$ cat config.mk
export PLATFORM = sky130hd
export DESIGN_NAME = regf_arbiter
export DESIGN_NICKNAME = d
export VERILOG_FILES = /design/src/rtl/regf_arbiter.sv
export SDC_FILE = /design/constraint.sdc
export NUM_CORES = 1
export LEC_CHECK = 0
export CORE_ASPECT_RATIO = 0.6
export CORE_MARGIN = 2
export CORE_UTILIZATION = 48
export DETAILED_ROUTE_END_ITERATION = 12
export PLACE_DENSITY = 0.85
export SLEW_MARGIN = 25
export SYNTH_ARGS = -nofsm -noshare
export SYNTH_HDL_FRONTEND = slang
export SYNTH_SLANG_ARGS = --single-unit
$ cat constraint.sdc
create_clock -name clk -period 2.8 [get_ports clk]
set_clock_uncertainty 0.1 [all_clocks]
set_input_delay 0.56 -clock clk [delete_from_list [all_inputs] [get_ports clk]]
set_output_delay 0.56 -clock clk [all_outputs]
set_load 0.05 [all_outputs]
$ cat src/rtl/regf_arbiter.sv
// Two-requester arbiter in front of a single-ported register file, with ack timeout.
// Define REGF_ARB_ROUND_ROBIN_EN for round-robin tie-breaking (default: requester 0 has priority).
//
// state | meaning
// IDLE  | waiting for req0/req1, winner and payload latched on exit
// ISSUE | out_regf_req held high until regf_ack or timer expiry
// DONE  | one-cycle ack (and err if timed out) to the winner
module regf_arbiter #(
    parameter int DATA_WIDTH     = 8,
    parameter int ADDR_WIDTH     = 4,
    parameter int TIMEOUT_CYCLES = 15
) (
    input  logic                  clk,
    input  logic                  rst,
    input  logic                  req0,
    input  logic                  req1,
    input  logic                  rw0,
    input  logic                  rw1,
    input  logic [ADDR_WIDTH-1:0] addr0,
    input  logic [ADDR_WIDTH-1:0] addr1,
    input  logic [DATA_WIDTH-1:0] wdata0,
    input  logic [DATA_WIDTH-1:0] wdata1,
    output logic                  out_ack0,
    output logic                  out_ack1,
    output logic                  out_err0,
    output logic                  out_err1,
    output logic [DATA_WIDTH-1:0] out_rdata0,
    output logic [DATA_WIDTH-1:0] out_rdata1,
    output logic                  out_regf_req,
    output logic                  out_regf_rw,
    output logic [ADDR_WIDTH-1:0] out_regf_addr,
    output logic [DATA_WIDTH-1:0] out_regf_write_data,
    input  logic                  regf_ack,
    input  logic [DATA_WIDTH-1:0] regf_read_data,
    output logic                  out_busy,
    output logic                  out_grant
);

    typedef enum logic [1:0] {
        IDLE  = 2'd0,
        ISSUE = 2'd1,
        DONE  = 2'd2
    } state_t;

    localparam logic [7:0] TIMER_LAST = 8'(TIMEOUT_CYCLES - 1);

    state_t     state;
    state_t     state_nxt;
    logic [7:0] timer;
    logic       err_q;
    logic       win;

`ifdef REGF_ARB_ROUND_ROBIN_EN
    logic rr_ptr;   // requester preferred on the next tie

    always_comb begin
        win = 1'b0;
        if (req0 && req1)
            win = rr_ptr;
        else
            win = !req0;
    end
`else
    always_comb begin
        win = !req0;
    end
`endif

    always_comb begin
        state_nxt = state;
        case (state)
            IDLE:    if (req0 || req1) state_nxt = ISSUE;
            ISSUE:   if (regf_ack || timer == TIMER_LAST) state_nxt = DONE;
            DONE:    state_nxt = IDLE;
            default: state_nxt = IDLE;
        endcase
    end

    always_ff @(posedge clk) begin
        if (rst) begin
            state               <= IDLE;
            timer               <= '0;
            err_q               <= 1'b0;
            out_grant           <= 1'b0;
            out_regf_rw         <= 1'b0;
            out_regf_addr       <= '0;
            out_regf_write_data <= '0;
            out_rdata0          <= '0;
            out_rdata1          <= '0;
`ifdef REGF_ARB_ROUND_ROBIN_EN
            rr_ptr              <= 1'b0;
`endif
        end else begin
            state <= state_nxt;
            case (state)
                IDLE: begin
                    if (req0 || req1) begin
                        out_grant           <= win;
                        out_regf_rw         <= win ? rw1 : rw0;
                        out_regf_addr       <= win ? addr1 : addr0;
                        out_regf_write_data <= win ? wdata1 : wdata0;
                        timer               <= '0;
                        err_q               <= 1'b0;
                    end
                end
                ISSUE: begin
                    timer <= timer + 8'd1;
                    // ack beats expiry when both land in the same cycle
                    if (regf_ack) begin
                        err_q <= 1'b0;
                        if (!out_regf_rw) begin
                            if (out_grant)
                                out_rdata1 <= regf_read_data;
                            else
                                out_rdata0 <= regf_read_data;
                        end
                    end else if (timer == TIMER_LAST) begin
                        err_q <= 1'b1;
                    end
                end
                DONE: begin
`ifdef REGF_ARB_ROUND_ROBIN_EN
                    rr_ptr <= !out_grant;
`endif
                end
                default: ;
            endcase
        end
    end

    assign out_regf_req = (state == ISSUE);
    assign out_busy     = (state != IDLE);
    assign out_ack0     = (state == DONE) && !out_grant;
    assign out_ack1     = (state == DONE) && out_grant;
    assign out_err0     = out_ack0 && err_q;
    assign out_err1     = out_ack1 && err_q;

endmodule

Word level (Yosys, flattened, before mapping) --
Index checks and enable logic that the tools add are counted.
Operators by class: add/sub/neg operators 1, equal/unequal tests 6, multiplexer cells 12, bitwise operators 2, reductions and logical operators 17
Operator list (number):
- two-way mux 8 bit | 2
- one-hot mux 8 bit (2 select lines) | 1
- adder 8 x 1 -> 8 bit (second input constant) | 1
- == test 8 x 4 -> 1 bit (second input constant) | 1
- AND reduction 4 bit | 2
- AND reduction 2 bit | 3
- logical AND 1 bit | 4
- two-way mux 1 bit | 4
- two-way mux 2 bit | 2
- two-way mux 4 bit | 1
- one-hot mux 2 bit (2 select lines) | 1
- nonzero test 2 bit | 2
- != test 3 x 1 -> 1 bit (second input constant) | 1
- AND reduction 3 bit | 1
- == test 2 x 1 -> 1 bit (second input constant) | 1
- == test 2 bit (second input constant) | 1
- logical NOT 1 bit | 2
- logical NOT 2 bit | 1
- logical OR 1 bit | 2
- != test 2 x 1 -> 1 bit (second input constant) | 1
- != test 2 bit (second input constant) | 1
- NOT 1 bit | 2
- one-hot mux 1 bit (2 select lines) | 1
Word-level totals: register bits 41, output and inout port bits 36, logic and storage cells 47

Depth between registers and ports, before layout --
word-level depth 4, depth in mapped cells 6, depth with buffers taken out 5

Worst setup path before layout --
Ideal clock, no wire load.
path kind register to output, from register out_grant, to output port out_err1, arrival 2770 ps, data required time 2140 ps, setup slack -630 ps, stages on the path, launching flop included 5, buffers on the path 1, cells stage by stage dfxtp_1 -> buf_2 -> inv_1 -> nor3b_1 -> and2_1
Between the ends: cells in the longest elaborated chain, start to end 2
Ends and longest elaborated chain:
- start: declaration | RTL line 36 | output logic out_grant
- start signal: assignment | RTL line 98 | out_grant <= win;
- logical AND 1 bit | RTL line 134 | assign out_ack1 = (state == DONE) && out_grant;
- named net out_ack1 | RTL line 24 | output logic out_ack1,
- logical AND 1 bit | RTL line 136 | assign out_err1 = out_ack1 && err_q;
- end: declaration | RTL line 26 | output logic out_err1,
The timed path passes the listed nets, and every way through them passes these cells.

Worst setup path in the final report --
from register out_grant, to output port out_err0
Between the ends: cells in the longest elaborated chain, start to end 3
Ends and longest elaborated chain:
- logical NOT 1 bit | RTL line 133 | assign out_ack0 = (state == DONE) && !out_grant;
- logical AND 1 bit | RTL line 133
- logical AND 1 bit | RTL line 135 | assign out_err0 = out_ack0 && err_q;
- end: declaration | RTL line 25 | output logic out_err0,
Every way passes these cells.

==> out/metrics.csv <==
stage;metric;value;unit
logic_synthesis;ys.flop_type;dfxtp_1;
logic_synthesis;synth_fp_nets;256;
clock_network;clk_latency;0.30;ns
final_layout;regArea;821;um2
die;dieHeight;54.9;um
timing;period_share;92.9;%
timing;slew_headroom;52.2;%
pwr;leakage;1.08;nW
clock_network;cts_resized;0;
drt;routedWlPerCell;15.6;um
clock_network;htreeDepth;2;
die;rows;18;
timing;drv_slew;0;
logic_synthesis;netlist_instances;215;
place;hpwl;3960;um
logic_synthesis;syn_avg_cell_area;9.65;um2
critical_path;r2r_start;state[0];
pwr;ir_drop;0.280;mV
timing;max_clock_freq;384;MHz
pwr;seqPwrFrac;39.0;%
clock_network;clock-sinks;41;
critical_path;crit_path_end_kind;output pin;
drt;antenna_left;0;
grt;antenna_found_initial;0;
grt;grt_pass1_wl;7910;um
grt;overflow;0;
drt;first_pass_iters;4;
critical_path;cp.arrival;1.94;ns
hold_path;whs_path_depth;2;
pwr;p_int;1.14;mW
logic_synthesis;synthXorXnorAreaFrac;0;%
final_layout;multi_input_area;1080;um2
logic_synthesis;async_flop_share;0;%
die;core;4120;um2
critical_path;crit_type;reg2out;
final_layout;fillers;329;
drt;vias;1915;
critical_path;path_cells;nor3b_2 -> and2_1 -> clkdlybuf4s50_1;
timing;fin_crit;2.60;ns
grt;grt_max_degree;31;
logic_synthesis;ys_ff_latch;41;
drt;drtIter0Drc;72;
place;dpl-instance-area;2820;um2
logic_synthesis;yosysTopAreaCell;dfxtp_1;
logic_synthesis;synth_compound_area_share;26.3;%
logic_synthesis;synth_commonest_cells;41 x dfxtp_1, 29 x a21oi_1, 18 x nand3_1;
place;place.gp.congestion;0.728;
pwr;swShare;30.6;%
die;dieArea;4880;um2
timing;holdWs;0.384;ns
run_status;status;finished, final reports clean;
critical_path;startpoint;out_grant;
clock_network;cts_tree;done;
hold_path;hold_start;out_rdata1[6];
pwr;p_clk_share;35.4;%
drt;drc;0;
final_layout;fin_util;71.7;%
timing;worst_pin_slew;0.716;ns
clock_network;clkTransAtPathRegs;0.09;ns
critical_path;critPathMaxStageDelay;0.79;ns
die;pin_count;75;
logic_synthesis;synthMuxAreaShare;7.36;%
timing;tns;0;ns
grt;grt_pass1_vias;1624;
critical_path;required;2.14;ns
logic_synthesis;yosys-top-cells-area;dfxtp_1 40%, a21oi_1 7.0%, mux2i_1 6.3%, a211oi_2 5.4%, nand3_1 4.3%;
clock_network;clk_path_buf_depth;2;
logic_synthesis;synth_top_area_share;39.6;%
timing;setup_viol;0;
die;initial_utilization;50.3;%
place;place_inst;337;
critical_path;crit_slowest_cell;clkdlybuf4s50_1;
drt;wirelength;5390;um
final_layout;design_area;2960;um2
clock_network;numCtsBuffers;5;
clock_network;postCtsSetupBuffers;0;
logic_synthesis;yosys_warnings;0;
critical_path;worstRegToRegCells;5;
logic_synthesis;synth_top_family_by_area;compound AO/OA/AOI/OAI gates;
logic_synthesis;synth_most_common_cell;dfxtp_1;
drt;drt-vias-per-instance;5.55;
final_layout;layout-drive-gt1-share;17.9;%
final_layout;final_nets;325;
logic_synthesis;synth_fa_ha_area_share;1.21;%
pwr;power_density;556;nW/um2
hold_path;hp-class;reg2reg;
flow_run;cap_violations;0;
timing;rsz0062_at_grt;no;
timing;finalHoldViolations;0;
clock_network;holdBufCountCts;0;
logic_synthesis;mappedNetlistArea;2070;um2
clock_network;cts_root_buf;clkbuf_8;
logic_synthesis;ys_types;43;
critical_path;startpoint_type;flip-flop;
pwr;combinationalPowerShare;25.6;%
place;port_buffers;74;
logic_synthesis;yosysSeqAreaShare;39.6;%
critical_path;crit_fanout;8;
logic_synthesis;synth-simple-area-share;16.8;%
logic_synthesis;synth-edff-count;0;
final_layout;antenna_cells;0;
grt;grt_use_total;21.6;%
pwr;power.switching;0.503;mW
die;die_w;88.9;um
final_layout;syn_to_final_growth;42.5;%
final_layout;fin_cells;345;
-- through the flow --
stage / power (mW) / worst slack (ns)
final: 1.64 / 0.198
after CTS: 1.64 / 0.225
after floorplan: 0.936 / -0.0991
after global placement: 1.06 / 0.432
after detailed placement: 1.07 / 0.378
after global routing: 1.70 / 0.141
-- layout by cell type (no fill, tap or decap), types with 2 or more instances in the layout --
master	netlist	final
buf_4	3	8
nand2_1	5	5
a311oi_1	2	2
clkbuf_8	0	5
dfxtp_1	41	41
mux2i_1	13	13
nand2b_1	3	3
a21oi_2	9	9
nand3_1	18	18
and2_1	2	2
a211oi_2	9	9
a211oi_1	8	8
o21ai_1	3	3
o21ai_0	15	15
buf_12	1	3
inv_1	5	5
mux2_2	2	2
bufinv_16	0	2
nor3_1	2	2
and3_1	2	2
nor3b_2	0	2
ha_1	2	2
a21oi_1	29	29
nor2_1	5	5
inv_2	2	2
clkdlybuf4s50_1	0	69
-- state kept, by name (all words and copies together) (netlist names) --
name                 cells
out_grant                1
out_rdata1               8
err_q                    1
timer                    8
out_regf_rw              1
out_regf_addr            4
out_rdata0               8
state                    2
out_regf_write_data      8
-- layout make-up --
class / count / area share, %
clock inverters: 3 / 2.33
flip-flops and latches: 41 / 27.8
well taps: 60 / 2.54
multi-input cells: 148 / 36.6
clock buffers: 5 / 2.33
repair buffers: 81 / 27.6
inverters: 7 / 0.889
-- path summary, 6_finish.rpt --
| path | slack [ns] | end |
|---|---|---|
| worst max-delay path | 0.20 | out_err0 |
| worst min-delay path | 0.38 | out_rdata1[6] |
| worst max register to register | 0.86 | out_regf_addr[3] |
| worst min register to register | 0.38 | out_rdata1[6] |
-- per-layer routing --
metal | wire, um | global-route usage [%]
met5 | 0 | 0
met4 | 11 | 4.55
met3 | 460 | 5.19
met2 | 2340 | 35.3
met1 | 2580 | 29.5
-- power by group through the flow --
stage	combinational [mW]	clock (mW)	sequential, mW
finish	0.421	0.582	0.642
floorplan	0.186	0	0.749
CTS	0.421	0.578	0.642
global route	0.442	0.610	0.646
global placement	0.409	0	0.654
detailed placement	0.419	0	0.655
-- kinds of logic after synthesis --
family	count (synthesis)
adders and majority gates	2
DFF	41
and+or+nand+nor	51
AOI/OAI and AO/OA	80
buffers and inverters	26
muxes	15
-- critical path, delay by kind of cell (launching register included) --
kind | cells | cell delay (ns)
buf+inv | 1 | 0.79
flops | 1 | 0.40
simple gates | 2 | 0.45
No activity file was read; power rests on OpenSTA's default activity.
